<file path="config.mk">
export PLATFORM = sky130hd
export DESIGN_NAME = alu_exec_unit
export DESIGN_NICKNAME = d
export VERILOG_FILES = /design/src/rtl/alu_exec_unit.sv
export SDC_FILE = /design/constraint.sdc
export NUM_CORES = 1
export LEC_CHECK = 0
export CAP_MARGIN = 25
export CORE_ASPECT_RATIO = 1.4
export CORE_UTILIZATION = 50
export CTS_CLUSTER_DIAMETER = 200
export DETAILED_ROUTE_END_ITERATION = 16
export PLACE_DENSITY = 0.79
export SKIP_CTS_REPAIR_TIMING = 1
export SYNTH_ARGS = -nofsm -noshare
export SYNTH_HDL_FRONTEND = slang
export SYNTH_SLANG_ARGS = --single-unit
</file>
<file path="constraint.sdc">
create_clock -name clk -period 3 [get_ports clk]
set_input_delay 0.3 -clock clk [delete_from_list [all_inputs] [get_ports clk]]
set_output_delay 0.3 -clock clk [all_outputs]
set_load 0.01 [all_outputs]
</file>
<file path="src/rtl/alu_exec_unit.sv">
// alu_exec_unit: single-issue integer ALU with an iterative shifter.
// Non-shift operations (and shifts by zero) finish in one cycle; shifts by a
// non-zero amount retire SHIFT_STEP bits per cycle in the SHIFT state.
//
// Handshakes: both sides use strict valid/ready. A transfer happens on a
// rising edge where valid and ready are both high. The producer holds valid
// and payload until the transfer; ready never depends on valid of the same
// interface. Only one operation is ever in flight, so in_ready stays low
// while shifting or while an undrained result is stalled.
module alu_exec_unit #(
    parameter int XLEN       = 32,
    parameter int SHIFT_STEP = 1
) (
    input  logic            clk,
    input  logic            rst,
    input  logic            in_valid,
    output logic            in_ready,
    input  logic [1:0]      alu_op,
    input  logic [3:0]      funct,
    input  logic [XLEN-1:0] op_a,
    input  logic [XLEN-1:0] op_b,
    output logic            out_valid,
    input  logic            out_ready,
    output logic [XLEN-1:0] result,
    output logic [3:0]      alu_sel,
    output logic            zero,
    output logic            illegal,
    output logic            o_dbg_state
);

    // Shift-amount width; remaining count fits in SW bits (max XLEN-1).
    localparam int            SW     = $clog2(XLEN);
    localparam logic [SW:0]   STEP_W = (SW+1)'(SHIFT_STEP);

    // Operation codes as seen on alu_sel.
    localparam logic [3:0] ALU_ADD  = 4'b0000;
    localparam logic [3:0] ALU_SUB  = 4'b1000;
    localparam logic [3:0] ALU_SLL  = 4'b0001;
    localparam logic [3:0] ALU_SLT  = 4'b0010;
    localparam logic [3:0] ALU_SLTU = 4'b0011;
    localparam logic [3:0] ALU_XOR  = 4'b0100;
    localparam logic [3:0] ALU_SRL  = 4'b0101;
    localparam logic [3:0] ALU_SRA  = 4'b1101;
    localparam logic [3:0] ALU_OR   = 4'b0110;
    localparam logic [3:0] ALU_AND  = 4'b0111;

    typedef enum logic {
        S_IDLE  = 1'b0,
        S_SHIFT = 1'b1
    } state_t;

    state_t          r_state;
    state_t          w_state_nxt;

    logic            r_out_valid;
    logic [XLEN-1:0] r_result;
    logic [3:0]      r_alu_sel;
    logic            r_zero;
    logic            r_illegal;

    logic [XLEN-1:0] r_work;
    logic [SW-1:0]   r_remaining;
    logic [3:0]      r_shift_sel;

    logic [3:0]      w_sel;
    logic [SW-1:0]   w_shamt;
    logic            w_is_shift;
    logic            w_illegal;
    logic            w_start_shift;
    logic            w_accept;
    logic [XLEN-1:0] w_imm_res;

    logic [SW:0]     w_rem_ext;
    logic [SW:0]     w_step;
    logic [SW-1:0]   w_rem_nxt;
    logic            w_shift_done;
    logic [XLEN-1:0] w_shift_res;

    assign w_shamt       = op_b[SW-1:0];
    assign w_accept      = in_valid && in_ready;
    assign w_start_shift = w_is_shift && (w_shamt != '0);

    assign out_valid   = r_out_valid;
    assign result      = r_result;
    assign alu_sel     = r_alu_sel;
    assign zero        = r_zero;
    assign illegal     = r_illegal;
    assign o_dbg_state = r_state;

    // Decode alu_op/funct into the operation code.
    always_comb begin
        w_sel = ALU_ADD;
        case (alu_op)
            2'b00:   w_sel = ALU_ADD;
            2'b01:   w_sel = ALU_SUB;
            2'b10:   w_sel = funct;
            default: w_sel = {funct[3] & (funct[2:0] == 3'b101), funct[2:0]};
        endcase
    end

    // Single-cycle result; shift codes pass op_a through (only used for shamt 0).
    always_comb begin
        w_imm_res  = '0;
        w_is_shift = 1'b0;
        w_illegal  = 1'b0;
        case (w_sel)
            ALU_ADD:  w_imm_res = op_a + op_b;
            ALU_SUB:  w_imm_res = op_a - op_b;
            ALU_SLT:  w_imm_res = {{(XLEN-1){1'b0}}, ($signed(op_a) < $signed(op_b))};
            ALU_SLTU: w_imm_res = {{(XLEN-1){1'b0}}, (op_a < op_b)};
            ALU_XOR:  w_imm_res = op_a ^ op_b;
            ALU_OR:   w_imm_res = op_a | op_b;
            ALU_AND:  w_imm_res = op_a & op_b;
            ALU_SLL, ALU_SRL, ALU_SRA: begin
                w_imm_res  = op_a;
                w_is_shift = 1'b1;
            end
            default: begin
                w_imm_res = '0;
                w_illegal = 1'b1;
            end
        endcase
    end

    // One shift step: min(SHIFT_STEP, remaining) bits, sign fill for SRA.
    always_comb begin
        w_rem_ext    = {1'b0, r_remaining};
        w_step       = (w_rem_ext > STEP_W) ? STEP_W : w_rem_ext;
        w_rem_nxt    = SW'(w_rem_ext - w_step);
        w_shift_done = (w_rem_ext == w_step);
        case (r_shift_sel)
            ALU_SLL: w_shift_res = r_work << w_step;
            ALU_SRA: w_shift_res = $signed(r_work) >>> w_step;
            default: w_shift_res = r_work >> w_step;
        endcase
    end

    // Next state and in_ready.
    always_comb begin
        w_state_nxt = r_state;
        in_ready    = 1'b0;
        case (r_state)
            S_IDLE: begin
                in_ready = !r_out_valid || out_ready;
                if (w_accept && w_start_shift) begin
                    w_state_nxt = S_SHIFT;
                end
            end
            S_SHIFT: begin
                if (w_shift_done) begin
                    w_state_nxt = S_IDLE;
                end
            end
            default: w_state_nxt = S_IDLE;
        endcase
    end

    // State register.
    always_ff @(posedge clk) begin
        if (rst) begin
            r_state <= S_IDLE;
        end else begin
            r_state <= w_state_nxt;
        end
    end

    // Shifter working register and remaining count.
    always_ff @(posedge clk) begin
        if (rst) begin
            r_work      <= '0;
            r_remaining <= '0;
            r_shift_sel <= ALU_ADD;
        end else if (w_accept && w_start_shift) begin
            r_work      <= op_a;
            r_remaining <= w_shamt;
            r_shift_sel <= w_sel;
        end else if (r_state == S_SHIFT) begin
            r_work      <= w_shift_res;
            r_remaining <= w_rem_nxt;
        end
    end

    // Output registers: load on single-cycle accept or shift completion, clear valid on drain.
    always_ff @(posedge clk) begin
        if (rst) begin
            r_out_valid <= 1'b0;
            r_result    <= '0;
            r_alu_sel   <= '0;
            r_zero      <= 1'b0;
            r_illegal   <= 1'b0;
        end else begin
            if (r_out_valid && out_ready) begin
                r_out_valid <= 1'b0;
            end
            if (w_accept && !w_start_shift) begin
                r_out_valid <= 1'b1;
                r_result    <= w_imm_res;
                r_alu_sel   <= w_sel;
                r_zero      <= (w_imm_res == '0);
                r_illegal   <= w_illegal;
            end else if ((r_state == S_SHIFT) && w_shift_done) begin
                r_out_valid <= 1'b1;
                r_result    <= w_shift_res;
                r_alu_sel   <= r_shift_sel;
                r_zero      <= (w_shift_res == '0);
                r_illegal   <= 1'b0;
            end
        end
    end

endmodule
</file>
==> metrics.log <==
INFO  metric htree_num_levels = 3
INFO  metric first_global_vias = between 10000 and 15000
INFO  metric setup_repair_after_global_routing_missed_its_margin = yes
INFO  metric layout-drive-gt1-share = 0.342
INFO  metric row_count = 61
INFO  metric max_cap_viol_count = 0
INFO  metric clock-skew-final = about 0.0044 ns
INFO  metric placed_cells_incl_taps = roughly 2200
INFO  metric totalWireLength = roughly 50000 um
INFO  metric yosysUniqueCellTypes = 80
INFO  metric required = 3.30 ns
INFO  metric tritoncts_clock_tree = yes
INFO  metric timing.final.hold_violations = 0
INFO  metric layout.cells.non_filler = about 2300
INFO  metric path_max_fanout = 5
INFO  metric power_frac_clock = 0.194
INFO  metric cts_inserted_buffers = 9
INFO  metric place_hpwl = 37600 um
INFO  metric grt_max_degree = between 80 and 90
INFO  metric cp.depth = 13
INFO  metric maxClockFrequency = approximately 300 MHz
INFO  metric nets = ~2200
INFO  metric initial_utilization = 0.512
INFO  metric globalplace.congestion = ~1.0
INFO  metric die_w = 123 um
INFO  metric synth_top_area_cell = dfxtp_1
INFO  metric number_of_enable_flip_flop_cells_after_synthesis = 0
INFO  metric worst_ep_arrival_time = roughly 3.7 ns
INFO  metric via_count = ~15000
INFO  metric cts.sinks = 81
INFO  metric firstDrtPassIters = 7
INFO  metric area_delta_synth_final = 59.1%
INFO  metric io_buffers = 114
INFO  metric num_io_pins = 115
INFO  metric sw_frac_of_total = 0.405
INFO  metric setup_viol_count_final = 8
INFO  metric post_drt_wl_per_cell = 22.4 um
INFO  metric synth_area_leaders = dfxtp_1 16%, ha_1 13%, nand2_1 9.3%
INFO  metric seq_power_share = 0.224
INFO  metric cpLargestDelayFamily = simple AND/OR/NAND/NOR gates
INFO  metric cts_buffer_depth = 2
INFO  metric cp-start-kind = primary input
INFO  metric power.leakage = approximately 7.2 nW
INFO  metric fin_crit = roughly 3.4 ns
INFO  metric cp_num_buf_inv = 2
INFO  metric synth-async-reset-ratio = 0
INFO  metric mappedNetlistNets = roughly 1700
INFO  metric worstSetupStartpoint = funct[3]
INFO  metric outcome = finished with violations
INFO  metric timing.final.max_slew_violations = 0
INFO  metric y_dimension_of_the_die = around 170 um
INFO  metric antenna_found_initial = 3
INFO  metric cp-end-kind = register
INFO  metric min-delay-path-class = in -> reg
INFO  metric worst_skew_pair.late_latency = between 0.3 and 0.4 ns
INFO  metric r2r_cells = 12
INFO  metric post-route-period-util = 1.12
INFO  metric synth.ff_latch_count = between 80 and 90
INFO  metric detail_route_antenna_nets = 0
INFO  metric synth_top_cell_area_share = 0.159
INFO  metric net-switching-power = about 0.0022 W
INFO  metric cp_cell_sequence = clkdlybuf4s50_1 > nor2b_4 > buf_4 > a31o_4 > a222oi_1 > nand4_1 > or3_1 > or4_1 > nor4_2 > nand4_1 > nor4_2 > and4_1 > a31o_1
INFO  metric via_per_inst = 6.52
INFO  metric clkSlewWorstSetupHoldPaths = around 0.060 ns
INFO  metric global_route_wire_length_before_repair = about 70000 um
INFO  metric cts.root.buffer_cell = clkbuf_16
INFO  metric worstReg2RegStart = r_remaining[1]$_SDFFE_PP0P_
INFO  metric core_region_area = approximately 20000 um^2
INFO  metric syn_inst = 1546
INFO  metric grt.total_usage = 0.452
INFO  metric power_density = approximately 330 nW/um^2
INFO  metric violations = negative setup slack
INFO  metric critPathKind = in -> reg
INFO  metric combinational_power_share = 0.582
INFO  metric synthesis.area_per_instance = ~6.6 um^2
INFO  metric grt_overflow = 0
INFO  metric holdPathStages = 4
INFO  metric vdd_ir_drop_max = 0.326 mV
INFO  metric synth_warnings = 0
INFO  metric ys.flop_type = dfxtp_1
INFO  metric worst_path_max_delay_cell = or4_1
INFO  metric critical-path-max-stage-delay = between 0.4 and 0.5 ns
INFO  metric dieArea = around 21000 um^2
INFO  metric startpoint_of_the_lowest_slack_hold_path = op_b[0]
INFO  metric drt-initial-drc-count = ~1700
INFO  metric syn-cell-area = ~10000 um^2
INFO  metric synth_sequential_area_ratio = 0.159
INFO  metric slew_headroom = 0.274
INFO  metric worst_slack = -0.362 ns
INFO  metric worst_pin_slew = around 1.1 ns
INFO  metric drc = 0
INFO  metric final.setup.tns = -0.921 ns
INFO  metric fin_hold_ws = around 0.35 ns
INFO  metric cellInternalPower = 0.00318 W
[cells in the mapped netlist, types with 4 or more instances]
cell / n
a211oi_1: 35
a21o_1: 15
a21oi_1: 134
a221o_1: 4
a221oi_1: 22
a222oi_1: 4
a22o_1: 6
a22oi_1: 53
a311oi_1: 11
a31oi_1: 47
and2_1: 11
and3_1: 33
buf_1: 11
buf_2: 9
clkbuf_1: 88
dfxtp_1: 81
ha_1: 105
inv_1: 106
mux2i_1: 6
nand2_1: 252
nand2b_1: 15
nand3_1: 37
nand4_1: 19
nor2_1: 138
nor2b_1: 12
nor3_1: 33
nor3b_1: 5
nor4_1: 19
o2111ai_1: 7
o211a_1: 7
o211ai_1: 14
o21a_1: 8
o21ai_0: 83
o21bai_1: 12
o31ai_1: 12
o32ai_1: 4
o41ai_1: 4
or2_2: 10
or3_1: 7
or4_1: 5
[power by group through the flow]
stage	combinational [W]	clock [W]	sequential (W)
after floorplan	0.00121	0	0.00123
after global placement	0.00258	0	0.00121
after detailed placement	0.00261	0	0.00122
after CTS	0.00263	0.00102	0.00119
after global routing	0.00328	0.00106	0.00120
final	0.00311	0.00104	0.00120
[registers in the layout, summed over array words and instances (netlist names)]
name,count
alu_sel,4
illegal,1
o_dbg_state,1
out_valid,1
r_remaining,5
r_shift_sel,4
r_work,32
result,32
zero,1
[tightest hold or removal path, stage by stage]
cell	delay [ns]
buf_8	0.08
buf_4	0.12
a2bb2oi_1	0.05
a21oi_1	0.11
[layer usage]
layer	global-route usage	wire length, um	up-vias
met1	0.505	17700	6872
met2	0.747	23500	1107
li1	-	-	6579
met4	0.340	4810	2
met3	0.0923	5310	372
met5	0	14	-
[path summary, 6_finish.rpt]
kind	end	slack, ns
setup reg to reg	zero$_SDFFE_PP0P_	-0.25
hold reg to reg	result[1]$_SDFFE_PP0P_	0.47
setup / recovery	zero$_SDFFE_PP0P_	-0.36
hold / removal	r_remaining[0]$_SDFFE_PP0P_	0.35
[per-stage QoR]
step,setup slack [ns],power (W),utilization,instance area (um^2)
4_1_cts,-1.04,0.00484,0.745,14800
3_3_place_gp,-1.36,0.00379,0.731,14600
5_1_grt,-0.460,0.00555,0.815,16200
2_1_floorplan,0.00700,0.00244,-,10300
6_report,-0.362,0.00534,0.815,16200
3_5_place_dp,-1.36,0.00383,0.731,14600
[cell type report]
cell class	instances	area (um^2)
inverters	106	400
repair buffers	586	4830
well taps	252	315
clock buffers	11	253
multi-input cells	1249	8800
fillers	1372	3680
clock inverters	3	17.5
flip-flops and latches	81	1620
diodes	2	5.00
[cell families (layout without fill, tap and decap cells)]
group | Yosys count | in the layout | share of synthesized area
compound gates | 523 | 523 | 0.343
xor+xnor | 3 | 3 | 0.00257
fa+ha+maj | 107 | 107 | 0.133
buf+inv | 216 | 706 | 0.0814
flops | 81 | 81 | 0.159
mux | 8 | 8 | 0.00809
other cells | 0 | 2 | 0
simple gates | 608 | 608 | 0.273
[cell usage in the layout, fill, tap and decap left out, types with 23 or more instances in the layout]
cell type        count
nor2_1             130
a21oi_1            111
a22oi_1             51
nand3_1             36
nand2_1            249
clkdlybuf4s50_1     66
inv_2               36
a211oi_1            29
dfxtp_1             81
buf_4              452
dlymetal6s2s_1      34
ha_4                23
a31oi_1             41
o21ai_0             68
inv_1               69
ha_1                79
and3_1              31
nor3_1              28
Note: power is estimated with default switching activity, not from simulation.
